### src/rtl/gsram_result_reader.sv
// Sweeps the 10x10 GSRAM row-major, streams every score on a valid/ready port
// and emits one signed argmax (predicted class) per row.
module gsram_result_reader #(
    parameter int DATA_W = 16,
    parameter int ROWS   = 10,
    parameter int COLS   = 10
) (
    input  logic              clk,
    input  logic              reset,
    input  logic              start,
    output logic              busy,
    output logic              done,
    output logic              gsram_rd_en,
    output logic [3:0]        gsram_addr_row,
    output logic [3:0]        gsram_addr_col,
    input  logic [DATA_W-1:0] gsram_rdata,
    output logic              out_valid,
    input  logic              out_ready,
    output logic [DATA_W-1:0] out_data,
    output logic [3:0]        out_row,
    output logic [3:0]        out_col,
    output logic              out_last,
    output logic              class_valid,
    output logic [3:0]        class_row,
    output logic [3:0]        class_idx,
    output logic [DATA_W-1:0] class_score
);

    localparam logic [3:0] LAST_ROW = 4'(ROWS - 1);
    localparam logic [3:0] LAST_COL = 4'(COLS - 1);

    typedef enum logic [2:0] {
        IDLE,
        ISSUE,
        CAPTURE,
        SEND,
        CLASS,
        FIN
    } state_t;

    state_t state, state_nx;

    logic [3:0]               row;
    logic [3:0]               col;
    logic signed [DATA_W-1:0] max_q;
    logic [3:0]               idx_q;
    logic                     handshake;

    assign handshake = (state == SEND) && out_ready;

    always_comb begin
        state_nx = state;
        case (state)
            IDLE:    if (start) state_nx = ISSUE;
            ISSUE:   state_nx = CAPTURE;
            CAPTURE: state_nx = SEND;
            SEND: begin
                if (out_ready) state_nx = (col == LAST_COL) ? CLASS : ISSUE;
            end
            CLASS:   state_nx = (row == LAST_ROW) ? FIN : ISSUE;
            FIN:     state_nx = IDLE;
            default: state_nx = IDLE;
        endcase
    end

    // Address and strobe are only non-zero while a read is being issued.
    assign busy           = (state != IDLE);
    assign done           = (state == FIN);
    assign gsram_rd_en    = (state == ISSUE);
    assign gsram_addr_row = (state == ISSUE) ? row : '0;
    assign gsram_addr_col = (state == ISSUE) ? col : '0;
    assign out_valid      = (state == SEND);
    assign class_valid    = (state == CLASS);

    always_ff @(posedge clk) begin
        if (reset) begin
            state       <= IDLE;
            row         <= '0;
            col         <= '0;
            max_q       <= '0;
            idx_q       <= '0;
            out_data    <= '0;
            out_row     <= '0;
            out_col     <= '0;
            out_last    <= 1'b0;
            class_row   <= '0;
            class_idx   <= '0;
            class_score <= '0;
        end else begin
            state <= state_nx;
            case (state)
                IDLE: begin
                    if (start) begin
                        row <= '0;
                        col <= '0;
                    end
                end
                CAPTURE: begin
                    out_data <= gsram_rdata;
                    out_row  <= row;
                    out_col  <= col;
                    out_last <= (col == LAST_COL);
                    // Strict signed compare: ties keep the lower column.
                    if (col == '0) begin
                        max_q <= $signed(gsram_rdata);
                        idx_q <= '0;
                    end else if ($signed(gsram_rdata) > max_q) begin
                        max_q <= $signed(gsram_rdata);
                        idx_q <= col;
                    end
                end
                SEND: begin
                    if (handshake) begin
                        if (col == LAST_COL) begin
                            class_row   <= row;
                            class_idx   <= idx_q;
                            class_score <= max_q;
                        end else begin
                            col <= col + 4'd1;
                        end
                    end
                end
                CLASS: begin
                    col <= '0;
                    if (row != LAST_ROW) row <= row + 4'd1;
                end
                default: ;
            endcase
        end
    end

endmodule

### config.mk
export PLATFORM = sky130hd
export DESIGN_NAME = gsram_result_reader
export DESIGN_NICKNAME = d
export VERILOG_FILES = /design/src/rtl/gsram_result_reader.sv
export SDC_FILE = /design/constraint.sdc
export NUM_CORES = 1
export LEC_CHECK = 0
export BUFFER_PORTS_ARGS = -buffer_cell sky130_fd_sc_hd__clkbuf_2
export CAP_MARGIN = 10
export CORE_MARGIN = 1
export CORE_UTILIZATION = 49
export CTS_CLUSTER_DIAMETER = 200
export DETAILED_ROUTE_END_ITERATION = 7
export PLACE_DENSITY = 0.87
export SKIP_CTS_REPAIR_TIMING = 1
export SYNTH_ARGS = -nofsm -noshare
export SYNTH_HDL_FRONTEND = slang
export SYNTH_SLANG_ARGS = --single-unit
### constraint.sdc
create_clock -name clk -period 2.4 [get_ports clk]
set_input_delay 0.6 -clock clk [delete_from_list [all_inputs] [get_ports clk]]
set_output_delay 0.6 -clock clk [all_outputs]
set_load 0.05 [all_outputs]
; Word level (Yosys, flattened, before mapping)
; Cells that the tools add are included.
[totals]
ff_bits = 80
latch_bits = 0
ram_bits = 0
rom_bits = 0
inputBits = 20
out_inout_bits = 62
memories = 0
[op_classes]
n_addsub = 2
multipliers = 0
div_mod_pow = 0
order_cmp = 1
n_eq_ne = 13
n_shift = 0
mux = 17
bitwise_logic = 0
n_reduce_logical = 12
[ops]
columns = op, count
row1 = 2-to-1 mux 16 bit, 2
row2 = 2-to-1 mux 4 bit, 8
row3 = greater-than comparator 16 bit, 1
row4 = case mux 3 bit (5 select lines), 1
row5 = 2-to-1 mux 3 bit, 4
row6 = case mux 4 bit (3 select lines), 1
row7 = "adder 4 x 1 -> 4 bit, second input constant", 2
row8 = "== test 4 bit, second input constant", 2
row9 = case mux 4 bit (2 select lines), 1
row10 = "== test 3 x 2 -> 1 bit, second input constant", 2
row11 = "== test 3 bit, second input constant", 2
row12 = "inequality test 2 x 1 -> 1 bit, second input constant", 3
row13 = AND reduction 3 bit, 2
row14 = nonzero test 3 bit, 2
row15 = logical NOT 4 bit, 1
row16 = "inequality test 2 bit, second input constant", 2
row17 = "inequality test 4 bit, second input constant", 1
row18 = AND reduction 2 bit, 2
row19 = AND reduction 4 bit, 1
row20 = nonzero test 2 bit, 2
row21 = "== test 3 x 1 -> 1 bit, second input constant", 1
row22 = logical NOT 3 bit, 1
row23 = logical AND 1 bit, 1

; Logic depth before layout (Yosys ltp)
; Gate-level depths: netlist (run 1).
[depth]
word_depth = 4
mapped_depth = 9

; Worst setup path before layout (run 1)
; No wires, ideal clock.
[synth_path]
kind = register to output
startpoint = register state[2]
endpoint = output gsram_addr_col[0]
arrival_time_ns = 2.537
required_ns = 1.800
slack_ns = -0.737
stages_incl_launch_ff = 4
n_path_buf = 1
cell_sequence = dfxtp_1 -> clkbuf_1 -> nor3b_1 -> and2_1
[synth_between]
elab_chain_len = 2
[synth_rtl]
columns = item, line_no
row1 = start: declaration, 41  ; state_t state, state_nx;
row2 = start signal: assignment, 90  ; state <= state_nx;
row3 = == test 3 x 1 -> 1 bit, -
row4 = via gsram_rd_en, 13  ; output logic gsram_rd_en,
row5 = 2-to-1 mux 4 bit, 71  ; assign gsram_addr_col = (state == ISSUE) ? col : '0;
row6 = end: declaration, 15  ; output logic [3:0] gsram_addr_col,
; The timed path passes the listed nets, and every way through them passes these cells.

; Worst setup path in the final report (run 1)
[layout_path]
startpoint = register state[0]
endpoint = output gsram_addr_col[3]
[layout_between]
elab_chain_len = 2
[layout_rtl]
columns = item, line_no
row1 = == test 3 x 1 -> 1 bit, 71
row2 = 2-to-1 mux 4 bit, 71
; Every way passes these cells.

==> impl_metrics.py, run 1 <==
metrics = {
    "min_path": {
        "min_from": "out_col[0]$_SDFFE_PP0P_",
        "holdPathStages": 2,
        "worstHoldEndpoint": "out_col[0]$_SDFFE_PP0P_",
        "hold_class": "flip-flop to flip-flop",
    },
    "logic_synthesis": {
        "synthFlopType": "dfxtp_1",
        "synth_nets": 485,
        "synth_area_leaders": "dfxtp_1 43%, nand2_1 11%, a21oi_1 8.0%",
        "synthArstFlopShare_pct": 0,
        "syn-cell-area_um2": 3692,
        "synthCells": 444,
        "synth_edf_count": 0,
        "yosys_warnings": 0,
        "synth_cell_types": 38,
        "ys_seq_area_share_pct": 43.38,
        "synth.avg_cell_area_um2": 8.316,
        "ys_ff_latch": 80,
        "synth_top_area_share_pct": 43.38,
        "yosys.area.top_type": "dfxtp_1",
    },
    "floorplan": {
        "die_y_um": 88.81,
        "die_x_um": 88.81,
        "start_util_pct": 50.91,
        "rows": 31,
        "core-area_um2": 7253,
        "dieArea_um2": 7886,
        "top_level_ports": 82,
    },
    "flow_run": {
        "max-cap-violations": 0,
    },
    "sta": {
        "fmax_mhz": 434.0,
        "period_minus_slack_ns": 2.304,
        "finalHoldViolations": 0,
        "fin_skew_ns": 0.01076,
        "slew_headroom_pct": 67.34,
        "final_max_slew_viol_count": 0,
        "tightestPinTransition_ns": 0.4899,
        "hold_slack_ns": 0.4542,
        "min_period_over_period_pct": 96.02,
        "setup_violations": 0,
    },
    "setup_path": {
        "start_kind": "flip-flop",
        "worstReg2RegEnd": "max_q[8]$_SDFFE_PP0P_",
        "reg2reg_depth": 9,
        "crit_required_ns": 1.80,
        "worst-endpoint-arrival_ns": 1.70,
        "cp_slowest_cell": "dfxtp_1",
        "path_class": "flip-flop to output pin",
        "max_stage_delay_ns": 0.48,
        "crit_fanout": 10,
        "end_kind": "output pin",
        "timing.rr.start": "max_q[10]$_SDFFE_PP0P_",
        "rrSetupSlack_ns": 0.11,
        "cp_cell_sequence": "nor3b_4, and2_1, clkbuf_2",
    },
    "clocking": {
        "clockBufferDepth": 2,
        "cts_tree": "done",
        "cts.sinks": 80,
        "htree_levels": 3,
        "root_buffer": "clkbuf_8",
        "insertion_delay_ns": 0.36,
        "cts_buffers": 9,
        "cts.clk_slew.worst_paths_ns": 0.07,
    },
    "placement": {
        "placed_cells": 625,
        "gp_congestion": 0.8758,
        "port_buffers": 81,
        "place_hpwl_mm": 6.245,
    },
    "route": {
        "postRouteAntennaNets": 0,
        "drtPass1Iterations": 4,
        "routedWlPerCell_um": 13.54,
        "drt_wl_total_mm": 8.690,
        "vias_per_cell": 5.093,
        "route.vias.total": 3270,
        "post-route-drc-count": 0,
        "drt_iter0_drc": 144,
    },
    "grt": {
        "antenna_found_initial": 0,
        "grt_max_degree": 95,
        "grt_overflow": 0,
        "grt_pass1_vias": 3082,
        "gr-usage-all-layers_pct": 22.84,
        "grt_pass1_wl_mm": 13.80,
    },
    "layout": {
        "stdcell_count": 642,
        "drive_above_1_share_pct": 24.86,
        "final.fill_count": 630,
        "nets": 579,
        "syn_to_final_growth_pct": 23.42,
        "diodes": 0,
    },
    "power_and_ir_drop": {
        "vdd_drop_max_mv": 0.2179,
        "combPwrFrac_pct": 17.4,
        "swShare_pct": 29.04,
        "seq_power_share_pct": 51.8,
        "power_leakage_uw": 0.001859,
        "p_switching_uw": 792.0,
        "p_int_uw": 1936,
        "pwr_density_cell_nw_per_um2": 598.6,
        "clkPwrFrac_pct": 30.7,
    },
    "outcome": {
        "status": "finished, final reports clean",
    },
}
## per-layer routing
metal | wire [µm] | track usage [%]
met2 | 4255 | 39.09
met3 | 453 | 5.317
met5 | 0 | 0
met1 | 3781 | 27.36
met4 | 199 | 9.971
## final cells by class
class,instances,area [µm²],share of cell area (%)
Clock inverter,3,18.77,0.4119
Inverter,22,82.58,1.812
Multi-Input combinational cell,317,1943,42.64
Sequential cell,80,1604,35.20
Timing Repair Buffer,108,645.6,14.17
Tap cell,99,123.9,2.718
Clock buffer,13,138.9,3.048
## power groups by stage
stage / registers (µW) / logic, µW / clock network [µW]
final: 1410 / 475 / 839
after global routing: 1420 / 518 / 914
after CTS: 1410 / 466 / 849
after detailed placement: 1440 / 462 / 0
after global placement: 1440 / 447 / 0
after floorplan: 1480 / 268 / 0
## how the worst max path moves through the flow
stage / to / start
finish: gsram_addr_col[3] / state[0]$_SDFFE_PP0P_
global route: idx_q[0]$_SDFFE_PP0P_ / max_q[1]$_SDFFE_PP0P_
CTS: idx_q[2]$_SDFFE_PP0P_ / max_q[15]$_SDFFE_PP0P_
detailed placement: idx_q[2]$_SDFFE_PP0P_ / gsram_rdata[13]
global placement: idx_q[2]$_SDFFE_PP0P_ / gsram_rdata[15]
floorplan: idx_q[3]$_SDFFE_PP0P_ / gsram_rdata[5]
## sequential cells by signal (all words and copies together), names as in the netlist
register and flops:
out_last 1, out_data 16, out_row 4, out_col 4, class_idx 4, col 4, class_score 16, max_q 16
idx_q 4, row 4, class_row 4, state 3
## cells by family after synthesis
kind of cell,synth area share [%]
and+or+nand+nor,25.48
buffers and inverters,5.354
xor gates and xnor gates,1.423
AOI/OAI and AO/OA,11.56
muxes,5.693
DFF,43.38
adders and majority gates,7.116
## worst max-delay path, delay by kind of cell (launching register included)
kind	cells	cell delay [ns]
simple gates	2	0.59
buf+inv	1	0.28
flops	1	0.48
## stage by stage
stage / instance area (µm²) / setup slack, ns / TNS [ns] / power [µW] / utilization [%]
2_1_floorplan: 3704 / 0.08539 / 0 / 1750 / -
3_3_place_gp: 4363 / -0.1535 / -2.238 / 1887 / 60.15
3_5_place_dp: 4363 / -0.1583 / -2.482 / 1906 / 60.15
4_1_cts: 4521 / 0.09996 / 0 / 2728 / 62.33
5_1_grt: 4557 / -0.004340 / -0.005162 / 2852 / 62.83
6_report: 4557 / 0.09560 / 0 / 2728 / 62.83
## cell usage after synthesis, types with 2 or more instances
cell type	n
nand2_1	108
dfxtp_1	80
a21oi_1	59
nand2b_1	37
inv_1	22
ha_1	21
mux2i_1	21
clkbuf_1	15
nor2_1	13
and2_1	11
buf_2	5
nand4_1	5
o21ai_0	4
xor2_1	4
a21o_1	3
buf_1	3
nand3_1	3
or3_1	3
a211oi_1	2
and3_1	2
buf_6	2
nand4b_1	2
nor4_1	2
o21bai_1	2
xnor2_1	2
## layout by cell type, fill, tap and decap left out, types with 2 or more instances in the layout
master,instances
xnor2_1,2
clkbuf_2,81
mux2i_1,19
dfxtp_1,78
clkinv_2,2
clkbuf_1,4
and2_1,11
or3_1,3
nand4_1,5
buf_12,3
nand3_1,3
nand2_1,108
nor4_2,2
inv_1,22
nand2b_1,37
xor2_1,4
o21bai_1,2
clkbuf_8,9
a21o_1,3
nor2_1,13
a211oi_1,2
a21oi_1,58
dfxtp_2,2
o21ai_0,3
and3_1,2
buf_4,24
ha_1,21
nand4b_1,2
(Power assumes the default switching activity.)
==> inputs of run 2 (changes only) <==
==> config.mk (replaced) <==
export PLATFORM = sky130hd
export DESIGN_NAME = gsram_result_reader
export DESIGN_NICKNAME = d
export VERILOG_FILES = /design/src/rtl/gsram_result_reader.sv
export SDC_FILE = /design/constraint.sdc
export NUM_CORES = 1
export LEC_CHECK = 0
export CAP_MARGIN = 10
export CORE_MARGIN = 1
export CORE_UTILIZATION = 57
export CTS_CLUSTER_DIAMETER = 200
export DETAILED_ROUTE_END_ITERATION = 7
export DONT_BUFFER_PORTS = 1
export PLACE_DENSITY = 0.86
export REMOVE_ABC_BUFFERS = 1
export SYNTH_ARGS = -nofsm -noshare
export SYNTH_HDL_FRONTEND = slang
export SYNTH_SLANG_ARGS = --single-unit
==> run 2 against run 1 <==
Via count decreased by 12%. Largest power group unchanged. Combinational power down 31%. Maximum frequency is 0.32% higher. Setup slack better by 0.0075 ns. Global-route usage is 1.2 points higher. Power increased by 5.9%.
==> impl_metrics.py, run 2 (synthesis gave the netlist of run 1 again) <==
metrics = {
    "clocking": {
        "htree_levels": 3,
        "cts_tree": "done",
        "cts.clk_slew.worst_paths_ns": 0.08,
        "insertion_delay_ns": 0.35,
        "clockBufferDepth": 2,
        "cts.sinks": 80,
        "cts_buffers": 9,
        "cts_hold_buf": 0,
        "root_buffer": "clkbuf_8",
    },
    "grt": {
        "grt_overflow": 0,
        "antenna_found_initial": 0,
        "gr-usage-all-layers_pct": 24.07,
        "grt_max_degree": 96,
        "grt_pass1_wl_mm": 12.07,
        "grt_pass1_vias": 2657,
    },
    "sta": {
        "fmax_mhz": 435.4,
        "fin_ws_ns": 0.1031,
        "final_max_slew_viol_count": 0,
        "period_minus_slack_ns": 2.297,
        "min_period_over_period_pct": 95.71,
        "fin_skew_ns": 0.01027,
        "hold_slack_ns": 0.3070,
        "finalHoldViolations": 0,
        "slew_headroom_pct": 62.55,
        "setup_violations": 0,
        "tightestPinTransition_ns": 0.5609,
    },
    "setup_path": {
        "cp_slowest_cell": "dfxtp_1",
        "end_kind": "flip-flop",
        "rrSetupSlack_ns": 0.10,
        "crit_required_ns": 2.68,
        "start_kind": "flip-flop",
        "max_stage_delay_ns": 0.36,
        "path_class": "flip-flop to flip-flop",
        "worst-endpoint-arrival_ns": 2.58,
        "crit_fanout": 12,
        "cp_cell_sequence": "inv_1, ha_1, nand4_1, a2111oi_4, nor4_2, buf_4, mux2i_4, buf_12, mux2i_1",
    },
    "route": {
        "routedWlPerCell_um": 14.82,
        "drt_wl_total_mm": 7.766,
        "route.vias.total": 2871,
        "drtPass1Iterations": 4,
        "post-route-drc-count": 0,
        "postRouteAntennaNets": 0,
        "vias_per_cell": 5.479,
        "drt_iter0_drc": 137,
    },
    "floorplan": {
        "dieArea_um2": 6804,
        "core-area_um2": 6096,
        "die_x_um": 82.49,
        "top_level_ports": 82,
        "rows": 28,
        "start_util_pct": 60.57,
        "die_y_um": 82.49,
    },
    "placement": {
        "gp_congestion": 0.7580,
        "pre_cts_ws_ns": -0.08197,
        "place_hpwl_mm": 5.291,
        "port_buffers": 0,
    },
    "min_path": {
        "hold_class": "input port to flip-flop",
    },
    "power_and_ir_drop": {
        "vdd_drop_max_mv": 0.3912,
        "pwr_density_cell_nw_per_um2": 706.5,
        "power_leakage_uw": 0.001469,
    },
    "flow_run": {
        "max-cap-violations": 0,
    },
    "layout": {
        "diodes": 0,
        "final_common_cell": "nand2_1",
        "syn_to_final_growth_pct": 10.71,
        "nets": 486,
        "layout_common_cells": "108 x nand2_1, 78 x dfxtp_1, 58 x a21oi_1",
        "drive_above_1_share_pct": 11.36,
        "final.fill_count": 513,
        "top_regs": "class_score (16), max_q (16), out_data (16)",
    },
    "outcome": {
        "status": "finished, final reports clean",
    },
}
## run 2: power by group
part           switching (µW)  internal, µW  total (µW)
logic                     183           146         330
registers                95.1          1370        1470
clock network             457           636        1090
## run 2: worst paths after layout
| kind | cells past startpoint | endpoint | start |
|---|---|---|---|
| hold / removal | 1 | out_row[0]$_SDFFE_PP0P_ | reset |
| setup reg to reg | 9 | max_q[12]$_SDFFE_PP0P_ | max_q[11]$_SDFFE_PP0P_ |
| hold reg to reg | 2 | class_score[14]$_SDFFE_PP0P_ | max_q[14]$_SDFFE_PP0P_ |
| setup / recovery | 9 | max_q[12]$_SDFFE_PP0P_ | max_q[11]$_SDFFE_PP0P_ |
## run 2: through the flow
| stage | setup TNS [ns] | util [%] | power (µW) | cells | instance area (µm²) |
|---|---|---|---|---|---|
| CTS | 0 | 66.42 | 2904 | 523 | 4049 |
| floorplan | -27.66 | - | 1720 | 419 | 3577 |
| detailed placement | -0.8164 | 62.64 | 1815 | 508 | 3819 |
| global route | -0.8311 | 67.06 | 3021 | 524 | 4088 |
| finish | 0 | 67.06 | 2888 | 524 | 4088 |
| global placement | -0.008414 | 62.64 | 1798 | 508 | 3819 |
## run 2: layer usage
layer	global-route usage, %	part of all wire (%)	up-vias
met1	28.39	42	1321
met5	0	0	-
met4	11.40	1.4	0
met2	39.09	48	87
li1	-	-	1452
met3	8.242	8.4	11
## run 2: cell type report
type / count / area, µm² / area share, %
Multi-Input combinational cell: 317 / 1949 / 47.69
Sequential cell: 80 / 1604 / 39.24
Clock buffer: 12 / 155.1 / 3.796
Timing Repair Buffer: 15 / 137.6 / 3.367
Tap cell: 75 / 93.84 / 2.296
Inverter: 22 / 82.58 / 2.020
Clock inverter: 3 / 65.06 / 1.592
## run 2: worst max-delay path: cells and delay by family, from the launching register on
kind / cells / cell delay, ns
DFF: 1 / 0.36
buffers and inverters: 3 / 0.40
and+or+nand+nor: 2 / 0.34
muxes: 2 / 0.43
adders and majority gates: 1 / 0.31
AOI/OAI and AO/OA: 1 / 0.36
## run 2: timing repair
| item | CTS | global route |
|---|---|---|
| gates resized for setup | 8 | 6 |
| pin swaps | 0 | 2 |
| setup buffers | 0 | 1 |
| endpoints found under the hold margin | 0 | 0 |
| endpoints found under the setup margin | 8 | 28 |
